==> src/rtl/uart_tx.sv <==
// uart_tx -- serial UART transmitter.
//
// Accepts a parallel word over a valid/ready handshake and serialises it onto
// tx as: start bit (0), data bits LSB first, optional parity bit, then one or
// two stop bits (1). Bit timing and parameters match uart_rx.
//
// Optional feature macro: UART_TX_PARITY_EN
//   defined   -> a parity bit follows the data bits (even, or odd when
//                PARITY_ODD=1), computed from the word at the accept edge.
//   undefined -> no parity state or register; STOP follows DATA directly.
//
// Parameters:
//   CLOCKS_PER_PULSE  clock cycles per bit period (>= 2)
//   BITS_PER_WORD     data bits per frame (>= 1)
//   STOP_BITS         1 or 2
//   PARITY_ODD        0 = even parity, 1 = odd parity (parity builds only)
//
// Ports:
//   clk      in   single clock, rising edge
//   rstn     in   asynchronous active-low reset
//   s_valid  in   upstream word available
//   s_ready  out  transmitter can accept a word (state == IDLE)
//   s_data   in   word to send
//   tx       out  serial line, idles at 1 (registered)
//   busy     out  frame in progress (registered)

module uart_tx #(
   parameter int CLOCKS_PER_PULSE = 5208,
   parameter int BITS_PER_WORD    = 8,
   parameter int STOP_BITS        = 1,
   parameter int PARITY_ODD       = 0
) (
   input  logic                     clk,
   input  logic                     rstn,
   input  logic                     s_valid,
   output logic                     s_ready,
   input  logic [BITS_PER_WORD-1:0] s_data,
   output logic                     tx,
   output logic                     busy
);

   localparam int CW = $clog2(CLOCKS_PER_PULSE);
   localparam int BW = $clog2(BITS_PER_WORD) + 1;

   localparam logic [CW-1:0] CLK_LAST  = CW'(CLOCKS_PER_PULSE - 1);
   localparam logic [BW-1:0] BIT_LAST  = BW'(BITS_PER_WORD - 1);
   localparam logic [BW-1:0] STOP_LAST = BW'(STOP_BITS - 1);

   // Elaboration-time parameter sanity checks.
   if (CLOCKS_PER_PULSE < 2) begin : g_bad_cpp
      $error("uart_tx: CLOCKS_PER_PULSE must be >= 2");
   end
   if (BITS_PER_WORD < 1) begin : g_bad_bpw
      $error("uart_tx: BITS_PER_WORD must be >= 1");
   end
   if (STOP_BITS != 1 && STOP_BITS != 2) begin : g_bad_stop
      $error("uart_tx: STOP_BITS must be 1 or 2");
   end
   if (PARITY_ODD != 0 && PARITY_ODD != 1) begin : g_bad_par
      $error("uart_tx: PARITY_ODD must be 0 or 1");
   end

`ifdef UART_TX_PARITY_EN
   typedef enum logic [2:0] {
      IDLE   = 3'd0,
      START  = 3'd1,
      DATA   = 3'd2,
      PARITY = 3'd3,
      STOP   = 3'd4
   } state_t;
`else
   typedef enum logic [1:0] {
      IDLE  = 2'd0,
      START = 2'd1,
      DATA  = 2'd2,
      STOP  = 2'd3
   } state_t;
`endif

   state_t                   r_state;
   logic [CW-1:0]            r_clk_cnt;
   logic [BW-1:0]            r_bit_cnt;
   logic [BITS_PER_WORD-1:0] r_shift;
   logic                     r_tx;
   logic                     r_busy;
`ifdef UART_TX_PARITY_EN
   logic                     r_parity;
`endif

   logic [BITS_PER_WORD-1:0] w_shift_next;
   logic                     w_pulse_done;

   // Shifted copy taken as a whole vector so BITS_PER_WORD=1 needs no
   // out-of-range index for "next LSB".
   assign w_shift_next = r_shift >> 1;
   assign w_pulse_done = (r_clk_cnt == CLK_LAST);

   assign s_ready = (r_state == IDLE);
   assign tx      = r_tx;
   assign busy    = r_busy;

   always_ff @(posedge clk or negedge rstn) begin
      if (!rstn) begin
         r_state   <= IDLE;
         r_clk_cnt <= '0;
         r_bit_cnt <= '0;
         r_shift   <= '0;
         r_tx      <= 1'b1;
         r_busy    <= 1'b0;
`ifdef UART_TX_PARITY_EN
         r_parity  <= 1'b0;
`endif
      end else begin
         unique case (r_state)
            IDLE: begin
               r_tx   <= 1'b1;
               r_busy <= 1'b0;
               if (s_valid) begin
                  r_shift   <= s_data;
                  r_tx      <= 1'b0;
                  r_busy    <= 1'b1;
                  r_clk_cnt <= '0;
                  r_state   <= START;
`ifdef UART_TX_PARITY_EN
                  r_parity  <= (^s_data) ^ (PARITY_ODD != 0);
`endif
               end
            end

            START: begin
               if (w_pulse_done) begin
                  r_clk_cnt <= '0;
                  r_bit_cnt <= '0;
                  r_tx      <= r_shift[0];
                  r_state   <= DATA;
               end else begin
                  r_clk_cnt <= r_clk_cnt + 1'b1;
               end
            end

            DATA: begin
               if (w_pulse_done) begin
                  r_clk_cnt <= '0;
                  if (r_bit_cnt == BIT_LAST) begin
                     r_bit_cnt <= '0;
`ifdef UART_TX_PARITY_EN
                     r_tx      <= r_parity;
                     r_state   <= PARITY;
`else
                     r_tx      <= 1'b1;
                     r_state   <= STOP;
`endif
                  end else begin
                     r_shift   <= w_shift_next;
                     r_tx      <= w_shift_next[0];
                     r_bit_cnt <= r_bit_cnt + 1'b1;
                  end
               end else begin
                  r_clk_cnt <= r_clk_cnt + 1'b1;
               end
            end

`ifdef UART_TX_PARITY_EN
            PARITY: begin
               if (w_pulse_done) begin
                  r_clk_cnt <= '0;
                  r_tx      <= 1'b1;
                  r_state   <= STOP;
               end else begin
                  r_clk_cnt <= r_clk_cnt + 1'b1;
               end
            end
`endif

            // Bit counter is reused here to count stop periods.
            STOP: begin
               if (w_pulse_done) begin
                  r_clk_cnt <= '0;
                  if (r_bit_cnt == STOP_LAST) begin
                     r_bit_cnt <= '0;
                     r_busy    <= 1'b0;
                     r_state   <= IDLE;
                  end else begin
                     r_bit_cnt <= r_bit_cnt + 1'b1;
                  end
               end else begin
                  r_clk_cnt <= r_clk_cnt + 1'b1;
               end
            end

            default: begin
               r_state <= IDLE;
               r_tx    <= 1'b1;
               r_busy  <= 1'b0;
            end
         endcase
      end
   end

endmodule
==> config.mk <==
export PLATFORM = sky130hd
export DESIGN_NAME = uart_tx
export DESIGN_NICKNAME = d
export VERILOG_FILES = /design/src/rtl/uart_tx.sv
export SDC_FILE = /design/constraint.sdc
export NUM_CORES = 1
export LEC_CHECK = 0
export CAP_MARGIN = 20
export CORE_MARGIN = 2
export CORE_UTILIZATION = 45
export CTS_BUF_LIST = sky130_fd_sc_hd__clkbuf_16
export DETAILED_ROUTE_END_ITERATION = 7
export PLACE_DENSITY = 0.67
export SYNTH_ARGS = -nofsm -noshare
export SYNTH_HDL_FRONTEND = slang
export SYNTH_SLANG_ARGS = --single-unit
==> constraint.sdc <==
create_clock -name clk -period 2.3 [get_ports clk]
set_clock_uncertainty 0.1 [all_clocks]
set_input_delay 0.46 -clock clk [delete_from_list [all_inputs] [get_ports clk]]
set_output_delay 0.46 -clock clk [all_outputs]
set_load 0.01 [all_outputs]
* Word level (Yosys, flattened, before mapping)
Index checks and enable logic that the tools add are counted.
** Cells by class
- $add $sub $neg :: 2
- Eq/ne operators :: 12
- Mux-type cells :: 29
- Reduce and logical (&&, ||, !) cells :: 12
** Operator list (number)
- 2-to-1 mux 13 bit :: 2
- case mux 13 bit (2 select lines) :: 1
- 2-to-1 mux 8 bit :: 3
- 2-to-1 mux 4 bit :: 5
- case mux 8 bit (2 select lines) :: 1
- inequality test 2 bit (second input constant) :: 7
- adder 13 x 1 -> 13 bit (second input constant) :: 1
- == test 13 bit (second input constant) :: 1
- 2-to-1 mux 2 bit :: 6
- case mux 4 bit (3 select lines) :: 1
- case mux 2 bit (4 select lines) :: 1
- AND reduction 4 bit :: 2
- 2-to-1 mux 1 bit :: 7
- AND reduction 3 bit :: 2
- AND reduction 6 bit :: 1
- nonzero test 3 bit :: 2
- adder 4 x 1 -> 4 bit (second input constant) :: 1
- == test 2 bit (second input constant) :: 2
- == test 4 x 3 -> 1 bit (second input constant) :: 1
- zero test 4 bit :: 1
- nonzero test 2 bit :: 2
- case mux 1 bit (3 select lines) :: 1
- OR reduction 3 bit :: 1
- == test 2 x 1 -> 1 bit (second input constant) :: 1
- 2 further kinds :: 2
** Storage, ports and cells
- Flip-flop bits (word level) :: 29
- Input bits :: 11
- Output and inout bits :: 3
- Word-level logic and storage cells :: 61

* Longest topological paths before layout
Gate-level depths: netlist of run 1.
- Depth in word-level cells :: 4
- Depth in mapped cells :: 8
- Mapped depth without buffers :: 7

* Worst setup path after synthesis of run 1
No wires, ideal clock.
- Path kind :: register to register
- From :: reg r_clk_cnt[7]
- To :: reg r_bit_cnt[3]
- Setup time :: 0.064 ns
- Arrival time :: 2.064 ns
- Data required time :: 2.136 ns
- Slack :: 0.072 ns
- Cell stages (with the launch flop) :: 6
- Path buffers :: 0
- Clock period less this slack :: 2.228 ns
- Path through :: dfrtp_1 > or4b_4 > or4_4 > or3_1 > a21oi_1 > a21o_1
** On the way
- Longest elaborated chain between the ends :: 3
- Elaborated cells on any way between the ends :: 5
- Classes of those cells :: eq/ne: 4; reduce/logical: 1
** RTL lines
- from (decl) :: RTL line 81 : logic [CW-1:0] r_clk_cnt;
- from (signal assigned) :: RTL line 137 : r_clk_cnt <= r_clk_cnt + 1'b1;
- from (signal assigned) :: RTL line 159 : r_clk_cnt <= r_clk_cnt + 1'b1;
- from (signal assigned) :: RTL line 187 : r_clk_cnt <= r_clk_cnt + 1'b1;
- == test 13 bit * :: RTL line 96 : assign w_pulse_done = (r_clk_cnt == CLK_LAST);
- inequality test 2 bit (no line)
- AND reduction 4 bit (no line) *
- to (signal assigned) :: RTL line 156 : r_bit_cnt <= r_bit_cnt + 1'b1;
- to (signal assigned) :: RTL line 184 : r_bit_cnt <= r_bit_cnt + 1'b1;
- to (decl) :: RTL line 82 : logic [BW-1:0] r_bit_cnt;
Mark *: on every way between the ends. The rest lies on a longest branch, timed or not.
A chain may end at the register's enable or synchronous reset.

* Final worst setup path of run 1
- From :: reg r_state[0]
- To :: out s_ready
** On the way
- Longest elaborated chain between the ends :: 1
** RTL lines
- from (decl) :: RTL line 80 : state_t r_state;
- from (signal assigned) :: RTL line 104 : r_state <= IDLE;
- from (signal assigned) :: RTL line 123 : r_state <= START;
- from (signal assigned) :: RTL line 135 : r_state <= DATA;
- zero test 2 bit :: RTL line 98 : assign s_ready = (r_state == IDLE);
- to (decl) :: RTL line 36 : output logic s_ready,
Every way passes these cells.

==> metrics.txt, run 1 <==
global placement routability congestion=0.878; synth cell count leaders=dfrtp_1, nor2_1, o21ai_0, nand2_1, inv_1; RSZ-0062 raised after global routing=yes; Crit. End Element=output pin; die width=64.2 um; top cell type's share of synthesized area=43.0%; cells along the critical path=inv_1 -> ha_2 -> clkdlybuf4s50_1; Pwr Total=1.15 mW; total gr overflow=0; Pins Over Slew Limit=0; total I/O pin count=14; initial antenna violation count=0; HPWL Detailed=2590 um; cell with the most instances after synthesis=dfrtp_1; DRT antenna net count=0; largest net degree at the start of global routing=30; Root Driver=clkbuf_16; achievable frequency=451 MHz; area leader, netlist=dfrtp_1; Site Rows=21; vias per inst=5.63; Post-synth EDFFs=0; Seq/Total Area, Yosys=44.6%; Sink Count=29; Max-slew headroom=72.8%; # setup viols final=0; VDD IR max=0.427 mV; fin crit share=96.4%; Unique masters post-synth=37; Crit Path Class=reg -> out; Synth Cell Area=1630 sq um; Crit path arrival time=1.66 ns; n_diodes=0; hold slack=0.383 ns; outcome=finished, final reports clean; Total GRT Usage=20.6%; Final Hold Fails=0; core area=3420 sq um; Leakage=0.881 nW; Worst-Skew Late Latency=0.28 ns; clk slew on worst S/H paths=0.05 ns; area growth from synthesis to layout=24.3%; Power Dens Cells=565 nW/um^2; Die Height=64.2 um; Min-Delay Path Class=reg -> reg; Initial DRT Pass Iterations=4; Residual DRC=0; post-synthesis net count=201; Post-synth top flop=dfrtp_1; Tmin final=2.22 ns; Slew @ Worst Pin=0.408 ns; CP bufs+invs=2; H-tree level count=2; CP max FO=9; CTS tree=yes; Port Buf Inserts=13; Async S/R FF share, synth=100%; Initial DRC Count=92; Initial Util=47.7%; clk buf depth=2; critical path required time=1.74 ns; Synth Area per Inst=8.96 sq um; # nets final=226; CTS Buf Count=5; Synth warnings=0; full die area=4120 sq um; CP Launch Type=flop; first-pass GRT wire length=6440 um; synthesized flop and latch total=29; drt wl/cell=14.7 um; DR vias=1430; crit-path max cell delay=0.57 ns; Crit path max-delay family=buffers and inverters; largest cells by area after synthesis=dfrtp_1, nor2_1, ha_1, o21ai_0, nand2_1; vias in the first global route=1438; slowest cell on the critical path=clkdlybuf4s50_1; WL final=3740 um; Cells after Synth=182; Max Cap Violations=0; share of layout cells above drive strength 1=13.9%
## where the power goes
part,switching [mW],leakage [nW],total (mW),internal [mW]
Combinational,0.0132,0.446,0.0294,0.0162
Clock,0.216,0.0687,0.605,0.389
Sequential,0,0.366,0.511,0.511
## path summary, 6_finish.rpt
check	slack (ns)	end	start	cells past startpoint
worst max-delay path	0.08	s_ready	r_state[0]	3
worst min-delay path	0.38	r_clk_cnt[12]	r_clk_cnt[12]	1
worst max register to register	0.12	r_bit_cnt[3]	r_clk_cnt[7]	5
worst min register to register	0.38	r_clk_cnt[12]	r_clk_cnt[12]	1
max in group asynchronous	1.31	tx	rstn	2
min in group asynchronous	0.47	r_clk_cnt[10]	rstn	2
## stage by stage
stage	instance area [sq um]	utilization [%]	cells	worst slack, ns	TNS [ns]
after detailed placement	1870	54.8	245	0.0369	0
after floorplan	1630	-	182	0.0717	0
after CTS	2010	58.9	253	0.0250	0
final	2030	59.3	254	0.0823	0
after global placement	1870	54.8	245	0.0949	0
after global routing	2030	59.3	254	-0.00718	-0.00825
## kinds of logic after synthesis
logic type / after synthesis / share of synthesized area [%]
AOI/OAI and AO/OA: 54 / 20.8
and+or+nand+nor: 69 / 20.9
adders and majority gates: 8 / 6.14
DFF: 29 / 44.6
buffers and inverters: 16 / 3.68
muxes: 5 / 3.38
xor gates and xnor gates: 1 / 0.537
## registers in the layout (all words and copies together), names as in the netlist
register	cells
busy	1
r_bit_cnt	4
r_clk_cnt	13
r_shift	8
r_state	2
tx	1
## timing repair
| action | in CTS | in global routing |
|---|---|---|
| gates resized for setup | 1 | 2 |
| endpoints found under the setup margin | 1 | 11 |
| pin swaps | 0 | 2 |
| hold buffers | 0 | 0 |
| setup buffers | 0 | 1 |
## layer usage
layer	part of all wire [%]	global-route usage, %	vias to the layer above
met5	0	0	-
met3	4.1	6.69	6
met2	49	34.1	26
met1	45	25.4	694
li1	-	-	704
met4	1.5	6.38	0
## cell type report
| type | count | area [sq um] |
|---|---|---|
| clock buffers | 5 | 125 |
| clock inverters | 3 | 12.5 |
| fillers | 313 | 1390 |
| inverters | 10 | 37.5 |
| multi-input cells | 137 | 855 |
| flip-flops and latches | 29 | 727 |
| well taps | 46 | 57.6 |
| repair buffers | 24 | 213 |
## cells in the final DEF, fill, tap and decap left out, types with 2 or more instances in the layout
master | netlist | layout
nor2_1 | 27 | 27
clkdlybuf4s50_1 | 0 | 13
a21o_1 | 2 | 2
nand3_1 | 8 | 8
a21boi_0 | 2 | 2
a21oi_1 | 9 | 8
clkinv_1 | 0 | 2
nand4_1 | 2 | 2
a31oi_1 | 4 | 4
o21ai_0 | 17 | 17
inv_1 | 10 | 10
o22ai_1 | 8 | 8
o31ai_1 | 6 | 6
mux2_2 | 3 | 3
and3_1 | 4 | 4
nand2b_1 | 2 | 2
buf_4 | 0 | 11
nand2_1 | 16 | 16
ha_1 | 8 | 7
dfrtp_1 | 28 | 28
clkbuf_16 | 0 | 5
Note: power is estimated with default switching activity, not from simulation.
==> run 2: changes to the inputs <==
- SKIP_CTS_REPAIR_TIMING: not set -> 1
==> results of run 2 <==
Same layout as run 1: the final DEF is identical, and so are final timing and power.
==> run 3: changes to the inputs <==
- PLACE_DENSITY: 0.67 -> not set
- clock period: 2.3 -> 2.5 ns (I/O delays scaled with it)
==> run 3 against run 2 <==
Against the previous run: combinational power decreased by 9.5%; critical path depth grew 2; final cell count shrank 2.8%; sequential share of layout area is 1.1 points higher; total power decreased by 9.8%; global-route usage decreased by 0.77 points; sequential cell count stayed put; clock power down 11%; register-to-register slack improved by 0.05 ns; first-iteration DRC count rose by 38%; core utilization fell by 1.8 points; die area unchanged.
==> metrics.txt, run 3 (same netlist as run 1, synthesis figures left out) <==
Int Pwr=0.839 mW (was 0.917 mW); share of layout cells above drive strength 1=9.45% (was 13.9%); Total GRT Usage=19.8% (was 20.6%); Setup TNS Final=0 ns (unchanged); Power Dens Cells=526 nW/um^2 (was 565 nW/um^2); fin crit share=93.3%; footprint of the multi-input gates=843 sq um (was 855 sq um); power share of the sequential group=45.6% (was 44.6%); CP max FO=7 (was 9); Worst-Skew Late Latency=0.27 ns (was 0.28 ns); register area=727 sq um (unchanged); Final Core Density=57.5% (was 59.3%); critical path required time=2.54 ns (was 1.74 ns); Crit. End Element=flop (was output pin); met3 wire length=133 um (was 154 um); Residual DRC=0 (unchanged); Max-slew headroom=70.8% (was 72.8%); Crit path max-delay family=simple AND/OR/NAND/NOR gates (was buffers and inverters); first-pass GRT wire length=6270 um (was 6440 um); WL final=3430 um (was 3740 um); achievable frequency=429 MHz; max FFs per register=13 (unchanged); Biggest register=r_clk_cnt (unchanged); drt wl/cell=13.9 um (was 14.7 um); HPWL Detailed=2490 um (was 2590 um); top flop regs=r_clk_cnt: 13 flops, r_shift: 8 flops, r_bit_cnt: 4 flops (unchanged); n_diodes=0 (unchanged); largest net degree at the start of global routing=30 (unchanged); H-tree level count=2 (unchanged); Min-Delay Path Depth=1 (unchanged); global placement routability congestion=0.823 (was 0.878); core area=3420 sq um (unchanged); Pwr Total=1.03 mW (was 1.15 mW); # setup viols final=0 (unchanged); Root Driver=clkbuf_16 (unchanged); Initial DRC Count=127 (was 92); CP bufs+invs=0 (was 2); Final Hold Fails=0 (unchanged); total gr overflow=0 (unchanged); Crit Path Class=reg -> reg (was reg -> out); Leakage=0.852 nW (was 0.881 nW); Port Buf Inserts=13 (unchanged); Hold EP=r_clk_cnt[12] (unchanged); RR Startpoint=r_clk_cnt[7] (unchanged); # nets final=220 (was 226); Max Cap Violations=0 (unchanged); vias per inst=5.70 (was 5.63); CTS Buf Count=5 (unchanged); Clock Power Share=51.9% (was 52.8%); slowest cell on the critical path=or4b_4 (was clkdlybuf4s50_1); worst reg2reg setup slack=0.17 ns (was 0.12 ns); max layer used=met4 (unchanged); Initial DRT Pass Iterations=4 (unchanged); Min-Delay Path Class=reg -> reg (unchanged); outcome=finished, final reports clean (unchanged); Net Sw Power=0.194 mW (was 0.229 mW); Initial Util=47.7% (unchanged); Sink Count=29 (unchanged); Crit path arrival time=2.38 ns (was 1.66 ns); Sw Share=18.8% (was 20.0%); cells along the critical path=or4b_4 -> or4_4 -> nand2_1 -> nand3_1 -> mux2_1 (was inv_1 -> ha_2 -> clkdlybuf4s50_1); Logic pwr share=2.6% (about the same); most frequent cells in the layout=dfrtp_1, nor2_1, o21ai_0 (unchanged); vias in the first global route=1362 (was 1438); Site Rows=21 (unchanged); die width=64.2 um (unchanged); clk slew on worst S/H paths=0.05 ns (about the same); VDD IR max=0.327 mV (was 0.427 mV); area growth from synthesis to layout=20.6% (was 24.3%); initial antenna violation count=0 (unchanged); total I/O pin count=14 (unchanged); CP Launch Type=flop (unchanged); Tmin final=2.33 ns; most common cell after layout, fill and taps aside=dfrtp_1 (unchanged); clk buf depth=2 (unchanged); Metal-1 WL=1650 um (was 1690 um); crit-path max cell delay=0.59 ns (was 0.57 ns); Slew @ Worst Pin=0.437 ns (was 0.408 ns); reg-to-reg critical path endpoint=r_state[1] (was r_bit_cnt[3]); DR vias=1407 (was 1430); Die Height=64.2 um (unchanged); RSZ-0062 raised after global routing=no (was yes); CTS tree=yes (unchanged); Pins Over Slew Limit=0 (unchanged); Fill cells=310 (was 313); R2R cell count=5 (unchanged); met2 wire len=1600 um (was 1840 um); Hold Startpoint=r_clk_cnt[12] (unchanged); DRT antenna net count=0 (unchanged); full die area=4120 sq um (unchanged)
[run 3: changes by cell type in the layout (fill, tap and decap cells not counted), sizes merged]
cell and delta:
buf -6, clkinv -2, inv +1
[run 3: cell type report]
cell class                      instances  share of cell area (%)
Timing Repair Buffer                   18                    8.53
Tap cell                               46                    2.93
Multi-Input combinational cell        137                    42.9
Clock buffer                            5                    6.37
Clock inverter                          2                   0.382
Inverter                               10                    1.91
Sequential cell                        29                    37.0
[run 3: worst reg2reg max path, stage by stage, from the launching register on]
cell and delay, ns:
dfrtp_1 0.43, or4b_4 0.59, or4_4 0.54, nand2_1 0.07
nand3_1 0.12, mux2_1 0.35
[run 3: power groups by stage]
stage | clock network (mW) | registers, mW | logic (mW)
finish | 0.536 | 0.471 | 0.0266
global route | 0.578 | 0.470 | 0.0290
CTS | 0.549 | 0.471 | 0.0273
detailed placement | 0 | 0.478 | 0.0274
global placement | 0 | 0.478 | 0.0270
floorplan | 0 | 0.478 | 0.000298
[run 3: through the flow]
step                      instance area, sq um  worst slack (ns)  instances  hold slack, ns
after floorplan                           1630             0.272        182           0.104
after detailed placement                  1830             0.194        240           0.378
final                                     1970             0.167        247           0.389
after global placement                    1830             0.234        240           0.373
after CTS                                 1970             0.179        247           0.393
after global routing                      1970            0.0862        247           0.412
[run 3: how the worst max path moves through the flow]
stage                       from  slack [ns]  cells past startpoint      endpoint
detailed placement  r_clk_cnt[7]        0.19                      5    r_state[1]
finish              r_clk_cnt[7]        0.17                      5    r_state[1]
global placement    r_clk_cnt[7]        0.23                      5  r_bit_cnt[3]
floorplan           r_clk_cnt[7]        0.27                      5  r_bit_cnt[3]
CTS                 r_clk_cnt[7]        0.18                      5    r_state[1]
global route        r_clk_cnt[7]        0.09                      5  r_bit_cnt[3]
[run 3: layer usage]
layer | vias to the layer above | GRT usage (%)
met5 | - | 0
met4 | 0 | 7.98
met3 | 5 | 4.40
met2 | 36 | 31.3
met1 | 671 | 26.3
li1 | 695 | -
